--- src/rtl/mem_pkg.sv ---
// Shared types and defaults for the memory-stage access controller.
// No logic here: state encoding, load marker and default widths.
// Imported by mem_access_unit and mem_watchdog.
package mem_pkg;

  localparam int DEF_ADDR_W         = 32;
  localparam int DEF_DATA_W         = 32;
  localparam int DEF_TIMEOUT_CYCLES = 255;

  // ResultSrc encoding that selects memory read data in writeback (a load)
  localparam logic [1:0] RESULT_SRC_MEM = 2'b01;

  typedef enum logic [1:0] {
    IDLE = 2'd0,
    BUSY = 2'd1,
    DONE = 2'd2
  } state_t;

  // A stage carries a memory access when it stores or loads
  function automatic logic is_access(input logic mem_write, input logic [1:0] result_src);
    return mem_write | (result_src == RESULT_SRC_MEM);
  endfunction

endpackage

--- src/rtl/mem_watchdog.sv ---
// Busy-cycle watchdog for the data-memory port (built only with MEM_TIMEOUT_EN).
// Latency: expired is combinational in the TIMEOUT_CYCLES-th busy cycle.
// Backpressure: none; ready in the limit cycle suppresses expiry.
module mem_watchdog
  import mem_pkg::*;
#(
  parameter int TIMEOUT_CYCLES = DEF_TIMEOUT_CYCLES
) (
  input  logic clock,
  input  logic reset,
  input  logic start,
  input  logic busy,
  input  logic ready,
  output logic expired
);

  localparam int              CNT_W = $clog2(TIMEOUT_CYCLES + 1);
  localparam logic [CNT_W-1:0] LAST = CNT_W'(TIMEOUT_CYCLES - 1);

  // count holds the number of busy cycles already completed in this access
  logic [CNT_W-1:0] count;

  // Clear on entry to BUSY, advance once per busy cycle, saturate at the limit
  always_ff @(posedge clock) begin
    if (reset || start) begin
      count <= '0;
    end else if (busy && (count != LAST)) begin
      count <= count + 1'b1;
    end
  end

  assign expired = busy & ~ready & (count == LAST);

endmodule

--- src/rtl/mem_access_unit.sv ---
// M-stage data-memory access controller: registered req/ready port, StallM hold.
// Latency: 2 cycles minimum (IDLE+BUSY stalled, DONE releases), +1 per wait cycle.
// Backpressure: StallM holds upstream while dmem_ready is low; MEM_TIMEOUT_EN adds abort.
module mem_access_unit
  import mem_pkg::*;
#(
  parameter int ADDR_W         = DEF_ADDR_W,
  parameter int DATA_W         = DEF_DATA_W,
  parameter int TIMEOUT_CYCLES = DEF_TIMEOUT_CYCLES
) (
  input  logic              clock,
  input  logic              reset,
  input  logic              MemWriteM,
  input  logic [1:0]        ResultSrcM,
  input  logic [ADDR_W-1:0] ALUResultM,
  input  logic [DATA_W-1:0] WriteDataM,
  output logic              dmem_req,
  output logic              dmem_we,
  output logic [ADDR_W-1:0] dmem_addr,
  output logic [DATA_W-1:0] dmem_wdata,
  input  logic              dmem_ready,
  input  logic [DATA_W-1:0] dmem_rdata,
  output logic [DATA_W-1:0] ReadDataM,
  output logic              StallM,
  output logic              BusErrorM
);

  state_t state, next_state;
  logic   access;
  logic   expired;

  assign access = is_access(MemWriteM, ResultSrcM);

`ifdef MEM_TIMEOUT_EN
  mem_watchdog #(
    .TIMEOUT_CYCLES(TIMEOUT_CYCLES)
  ) u_watchdog (
    .clock  (clock),
    .reset  (reset),
    .start  ((state == IDLE) && access),
    .busy   (state == BUSY),
    .ready  (dmem_ready),
    .expired(expired)
  );

  // Error flag is high only in the DONE cycle that follows an aborted access
  always_ff @(posedge clock) begin
    if (reset) begin
      BusErrorM <= 1'b0;
    end else begin
      BusErrorM <= expired && (next_state == DONE);
    end
  end
`else
  logic unused_timeout_cfg;
  assign unused_timeout_cfg = ^TIMEOUT_CYCLES;
  assign expired            = 1'b0;
  assign BusErrorM          = 1'b0;
`endif

  // Next-state and stall: stall from the cycle the access appears until BUSY ends
  always_comb begin
    next_state = state;
    StallM     = 1'b0;
    case (state)
      IDLE: begin
        StallM = access;
        if (access) next_state = BUSY;
      end
      BUSY: begin
        StallM = 1'b1;
        if (dmem_ready || expired) next_state = DONE;
      end
      DONE:    next_state = IDLE;
      default: next_state = IDLE;
    endcase
  end

  // State, registered port fields and load-data capture
  always_ff @(posedge clock) begin
    if (reset) begin
      state      <= IDLE;
      dmem_req   <= 1'b0;
      dmem_we    <= 1'b0;
      dmem_addr  <= '0;
      dmem_wdata <= '0;
      ReadDataM  <= '0;
    end else begin
      state    <= next_state;
      dmem_req <= (next_state == BUSY);
      case (state)
        IDLE: begin
          if (access) begin
            dmem_we    <= MemWriteM;
            dmem_addr  <= {ALUResultM[ADDR_W-1:2], 2'b00};
            dmem_wdata <= WriteDataM;
          end
        end
        BUSY: begin
          if (dmem_ready) begin
            if (!dmem_we) ReadDataM <= dmem_rdata;
          end else if (expired) begin
            ReadDataM <= '0;
          end
        end
        default: ;
      endcase
    end
  end

endmodule

--- config.mk ---
export PLATFORM = sky130hd
export DESIGN_NAME = mem_access_unit
export DESIGN_NICKNAME = d
export VERILOG_FILES = /design/src/rtl/mem_pkg.sv /design/src/rtl/mem_watchdog.sv /design/src/rtl/mem_access_unit.sv
export SDC_FILE = /design/constraint.sdc
export NUM_CORES = 1
export LEC_CHECK = 0
export CORE_ASPECT_RATIO = 0.8
export CORE_MARGIN = 10
export CORE_UTILIZATION = 44
export DETAILED_ROUTE_END_ITERATION = 10
export PLACE_DENSITY = 0.91
export SKIP_LAST_GASP = 1
export SLEW_MARGIN = 20
export SYNTH_ARGS = -nofsm -noshare
export SYNTH_HDL_FRONTEND = slang
export SYNTH_SLANG_ARGS = --single-unit
--- constraint.sdc ---
create_clock -name clock -period 1.75 [get_ports clock]
set_input_delay 0.4375 -clock clock [delete_from_list [all_inputs] [get_ports clock]]
set_output_delay 0.4375 -clock clock [all_outputs]
set_load 0.05 [all_outputs]
# Word level (Yosys, flattened, before mapping)
# Index checks and enable logic that the tools add are counted.
# word_totals
reg_bits,98
in_bits,102
output_inout_bits,100
wordCells,18
# op_classes
n_eq_ne,3
mux,4
bitwise,2
n_reduce_logical,3
# op_table
operator,count
equality test 2 x 1 -> 1 bit (second input constant),3
2-to-1 mux 2 bit,2
case mux 2 bit (2 select lines),1
AND reduction 3 bit,1
logical NOT 2 bit,1
case mux 1 bit (2 select lines),1
AND reduction 2 bit,1
NOT 1 bit,1
OR 1 bit,1

# Logic depth before layout (Yosys ltp)
# Gate-level depths: netlist (run 1).
# logic_depth
ltp_word,5
ltp_mapped,5
ltp_nobuf,3

# Least setup slack after synthesis (run 1)
# Ideal clock, no wire load.
# synth_path
path_kind,input -> output
start,input port ResultSrcM[0]
end,output port StallM
t_arrival_ns,1.309
required_ns,1.312
slack_ns,0.004
path_stages,3
path_buffers,0
path_cell_list,nor2b_1 nor3_1 nor2_1
# synth_between
elab_chain_cells,3
# synth_lines
item,line_no,rtl
"start, declared",mem_access_unit.sv:14,"input logic [1:0] ResultSrcM,"
equality test 2 x 1 -> 1 bit,mem_pkg.sv:21,return mem_write | (result_src == RESULT_SRC_MEM);
OR 1 bit,mem_pkg.sv:21,
case mux 1 bit (2 select lines),mem_access_unit.sv:65,case (state)
"end, declared",mem_access_unit.sv:24,"output logic StallM,"
# Every way passes these cells.

# Final worst setup path (run 1)
# Ends and elaborated chain as after synthesis.

==> results of run 1 <==
## final timing paths
path                      start            end  cells after the start
setup / recovery  ResultSrcM[0]         StallM                      5
setup reg to reg       state[1]  dmem_addr[26]                      4
hold reg to reg   ReadDataM[19]  ReadDataM[19]                      2
hold / removal            reset       state[1]                      2
## per-stage QoR
step           cells  total power [µW]
5_1_grt          737              6180
3_3_place_gp     720              4104
4_1_cts          737              5984
3_5_place_dp     720              4142
2_1_floorplan    433              3541
6_report         737              5916
## final cells by class
type,instances,area (µm²)
Fill cell,712,2861
Multi-Input combinational cell,299,1964
Sequential cell,98,1962
Timing Repair Buffer,209,1902
Clock buffer,11,242.7
Tap cell,115,143.9
Clock inverter,5,38.79
## synthesized netlist by cell type, drive strengths merged
library cell  count  area share [%]
a21oi            32             4.5
buf              24             4.9
clkbuf           12             1.1
conb              1           0.091
dfxtp            98              48
mux2i            62              15
nand2            65             5.9
nand2b          125              19
nand3b            1            0.18
nand4bb           1            0.27
nor2              2            0.18
nor2b             1            0.15
nor3              2            0.24
nor4b             2            0.42
nor4bb            1            0.24
o21a              1            0.18
o21ai             1            0.12
## sequential cells by signal, indices dropped and copies added, names as in the netlist
signal	cells
state	2
dmem_addr	30
dmem_req	1
dmem_wdata	32
ReadDataM	32
dmem_we	1
## power by group through the flow
stage,Sequential (µW),Clock [µW],Combinational [µW]
5_1_grt,2500,1990,1690
3_5_place_dp,2530,0,1610
2_1_floorplan,3070,0,474
3_3_place_gp,2530,0,1580
4_1_cts,2490,1880,1610
6_report,2480,1830,1600
## kinds of logic after synthesis
kind of cell           after synthesis
AND/OR/NAND/NOR                    200
AO/OA/AOI/OAI                       34
other                                1
flip-flops                          98
buffers and inverters               36
multiplexers                        62
## placed cells by master, fill, tap and decap left out, drive strengths merged
master / instances
dlygate4sd2: 2
clkinv: 3
buf: 111
clkbuf: 11
dfxtp: 98
nor4bb: 1
nand3b: 1
clkinvlp: 1
nor2b: 1
mux2i: 62
nand2b: 125
inv: 1
clkdlybuf4s50: 95
nor4b: 2
nand4bb: 1
nor3: 2
o21ai: 1
nor2: 2
dlymetal6s2s: 1
o21a: 1
nand2: 65
conb: 3
a21oi: 32
## repair_timing
action	in CTS	in global routing
gates resized for setup	6	1
pin swaps	2	2
buffers inserted	1	0
setup endpoints to repair	1	1
## routing by layer
layer	wire (µm)	GRT usage [%]	vias up
met2	5557	26.72	140
li1	-	-	1745
met5	0	0	-
met4	212	4.735	0
met1	4398	17.55	1562
met3	1371	7.779	16
==> results.yml, run 1 <==
run_status:
  status: "complete, no violations"
sta:
  setup_ws_ps: 104.1
  hold_slack_ps: 443.0
  fin_crit_ps: 1646
  finalClockSkew_ps: 7.252
  hold_violations: 0
  fmax_ghz: 0.6076
  final.setup.tns_ps: 0
  fin_crit_sh_pct: 94.05
  finalSetupViolCount: 0
  rsz0062_at_grt: "false"
  maxSlewViolCount: 0
routing:
  via_per_inst: 4.699
  wl_per_cell_um: 15.66
  final_antenna_net_count: 0
  first_pass_iters: 4
  drt_wl_total_mm: 11.54
  remaining_drc_errors: 0
  via_count: 3463
  drtIter0Drc: 159
pwr:
  power_switching_uw: 1854
  p_leak_uw: 0.002638
  p_per_area_mw_per_mm2: 946.0
  pwr-share-seq_pct: 42.0
  ir_worst_vdd_v: 0.0006377
  combPwrFrac_pct: 27.0
  swShare_pct: 31.34
  internal-power_uw: 4062
  p_clk_share_pct: 31.0
synthesis:
  yosys.area_share.simple_pct: 26.56
  syn_area_mm2: 0.004126
  synth_xor_area_share_pct: 0
  synth-compound-area-share_pct: 4.821
  synthMuxAreaShare_pct: 15.04
  ys_seq_elements: 98
  synth_top_family_by_area: "simple AND/OR/NAND/NOR gates"
  ys_types: 21
  synth_area_per_cell_um2: 9.574
  seq_area_frac_synth_pct: 47.54
  synth_fa_ha_area_share_pct: 0
  syn_inst: 431
  yosysWarnings: 0
die:
  dieHeight_um: 106.6
  rows: 31
  die_x_um: 128.3
  num_io_pins: 202
  start_util_pct: 45.27
  die-area_mm2: 0.01368
  core_area_mm2: 0.009115
worst_setup_path:
  crit_buf_inv: 2
  worstPathMaxFanout: 2
  crit_required_ps: 1310
  critical-path-max-stage-delay_ps: 230
  cpMaxStageDelayCell: "dlygate4sd2_1"
  critPathTopFamily: "buffers and inverters"
  cp.arrival_ps: 1210
  critPathKind: "in2out"
  startpoint_type: "primary input"
  r2r_setup_slack_ps: 380
  path_cells: "dlygate4sd2_1 > nor2b_4 > nor3_2 > nor2_2 > buf_12"
  end_kind: "output pin"
clock_network:
  cts_sinks: 98
  clock_path_buffers: 2
  holdBufCountCts: 0
  clk_pin_slew_ps: 60
  h-tree-depth: 3
  cts_made_buffers: 9
  root_buffer: "clkbuf_16"
  cts_tree: "built"
  clock_latency_ps: 330
placement:
  numPortBuffers: 196
  post-dp-hpwl_mm: 8.980
  place_area_mm2: 0.005949
  dpl_worst_slack_ps: -201.9
  gp_congestion: 0.7593
final_layout:
  finish.utilization_pct: 68.61
  area_growth_pct: 51.55
  stdcell_area_mm2: 0.006254
  drive_gt1_share_pct: 22.19
  final_nets: 719
  diodes: 0
global_route:
  grt_pass1_wl_mm: 18.16
  grt_usage_pct: 15.97
  overflow: 0
  grt_pass1_vias: 3604
  antenna_found_initial: 0
  grt_max_degree: 81
run:
  max_cap_viol_count: 0
min_path:
  hold_path_class: "in2reg"
No activity file was read; power rests on OpenSTA's default activity.
==> run 2, diff against run 1 <==
Settings changed: CAP_MARGIN set to 20.
==> results of run 2 <==
Same layout as run 1: the final DEF is identical, and so are final timing and power.
==> run 3, diff against run 2 <==
Settings changed: CORE_UTILIZATION 44 to 41, MAX_ROUTING_LAYER set to met4, PLACE_DENSITY 0.91 to 0.86.
Clock period 1.75 ns to 1.8 ns, I/O delays scaled along.
==> results.yml, run 3 (synthesized netlist as in run 1, its figures left out) <==
final_layout:
  multiInputGateArea_mm2: 0.001964
  final_common_cell: "nand2b_1"
  fill_cells: 802
  area_growth_pct: 53.64
  register_area_mm2: 0.001962
  stdcell_area_mm2: 0.006340
  finish.utilization_pct: 65.16
  drive_gt1_share_pct: 22.19
  top_regs: "ReadDataM: 32 flops, dmem_wdata: 32 flops, dmem_addr: 30 flops"
  diodes: 0
  final_nets: 719
  mostFrequentLayoutCells: "125 x nand2b_1, 104 x buf_4, 98 x dfxtp_1, 96 x clkdlybuf4s50_1, 65 x nand2_1"
sta:
  finalSetupViolCount: 0
  rsz0062_at_grt: "false"
  fmax_ghz: 0.5730
  fin_crit_sh_pct: 96.95
  final.setup.tns_ps: 0
  finalClockSkew_ps: 4.574
  hold_violations: 0
  fin_crit_ps: 1745
  maxSlewViolCount: 0
die:
  rows: 32
  start_util_pct: 42.41
  die_x_um: 132.2
  core_area_mm2: 0.009729
  dieHeight_um: 109.7
  num_io_pins: 202
  die-area_mm2: 0.01450
clock_network:
  clock_latency_ps: 340
  clk_pin_slew_ps: 70
  h-tree-depth: 3
  root_buffer: "clkbuf_16"
  clock_path_buffers: 2
  cts_tree: "built"
  cts_sinks: 98
  cts_made_buffers: 9
  holdBufCountCts: 0
placement:
  place_area_mm2: 0.005976
  numPortBuffers: 196
  gp_congestion: 0.7558
  post-dp-hpwl_mm: 9.179
min_path:
  min_delay_path_depth: 2
  min_to: "state[1]"
  hold_path_class: "in2reg"
  hp-start: "reset"
global_route:
  overflow: 0
  antenna_found_initial: 0
  grt_usage_pct: 16.14
  grt_pass1_wl_mm: 18.35
  grt_max_degree: 66
  grt_pass1_vias: 3562
run_status:
  status: "complete, no violations"
routing:
  first_pass_iters: 4
  final_antenna_net_count: 0
  via_count: 3518
  via_per_inst: 4.641
  remaining_drc_errors: 0
  drt_wl_total_mm: 11.89
  drtIter0Drc: 94
  wl_per_cell_um: 15.69
worst_setup_path:
  critPathTopFamily: "buffers and inverters"
  end_kind: "output pin"
  worstPathMaxFanout: 2
  r2r_start: "state[1]"
  r2r_setup_slack_ps: 440
  crit_required_ps: 1350
  cpMaxStageDelayCell: "clkdlybuf4s50_1"
  crit_buf_inv: 2
  critPathKind: "in2out"
  critical-path-max-stage-delay_ps: 500
  path_cells: "clkdlybuf4s50_1 > nor3_2 > nor2_2 > buf_12"
  r2r_end: "ReadDataM[31]"
  ff2ff_path_depth: 4
  startpoint_type: "primary input"
  cp.arrival_ps: 1300
pwr:
  p_leak_uw: 0.002655
  power_uw: 6153
  ir_worst_vdd_v: 0.0006860
  p_per_area_mw_per_mm2: 970.5
run:
  max_cap_viol_count: 0
run 3: cell count changes in the layout (fill, tap and decap cells not counted), sizes merged:
cell / change
bufinv: +3
clkinv: -1
inv: -1
dlymetal6s2s: -1
clkbuf: -1
clkdlybuf4s50: +1
run 3: routing by layer:
| metal | up-vias | wire length [µm] | track usage, % |
|---|---|---|---|
| li1 | 1748 | - | - |
| met1 | 1614 | 4901 | 17.28 |
| met2 | 141 | 5756 | 27.13 |
| met3 | 15 | 1075 | 6.700 |
| met4 | 0 | 158 | 4.913 |
| met5 | - | 0 | - |
run 3: per-stage QoR:
step / setup slack [ps] / instances / hold slack (ps)
after detailed placement: -179.0 / 741 / 449.4
after floorplan: 28.95 / 433 / 484.2
final: 54.93 / 758 / 379.5
after global placement: -184.3 / 741 / 442.2
after global routing: 14.77 / 758 / 370.3
after CTS: 15.43 / 758 / 369.4
run 3: report_power, final:
| group | switching (µW) | internal [µW] |
|---|---|---|
| sequential | 92.2 | 2330 |
| combinational | 917 | 638 |
| clock | 816 | 1360 |
run 3: area by class of cell:
class                   instances  share of cell area (%)
multi-input cells             299                   30.98
flip-flops and latches         98                   30.95
repair buffers                209                   29.96
clock buffers                  10                   3.612
well taps                     136                   2.684
clock inverters                 6                   1.816
run 3: worst register-to-register path, stage by stage (launching register included):
cell and delay (ps):
dfxtp_1 500, nand4bb_1 180, buf_4 310, nand2_1 110
a21oi_1 180
run 3: what timing repair did:
item	CTS	global route
setup endpoints to repair	1	1
pin swaps	2	1
setup buffers	1	0
gates resized for setup	6	0
run 3: worst max path at each step:
stage / from / to / slack [ps] / cells after the start
2_1_floorplan: ResultSrcM[0] / StallM / 30 / 3
3_3_place_gp: ResultSrcM[0] / StallM / -180 / 5
3_5_place_dp: ResultSrcM[0] / StallM / -180 / 5
4_1_cts: MemWriteM / StallM / 20 / 4
5_1_grt: MemWriteM / StallM / 10 / 4
6_report: MemWriteM / StallM / 50 / 4
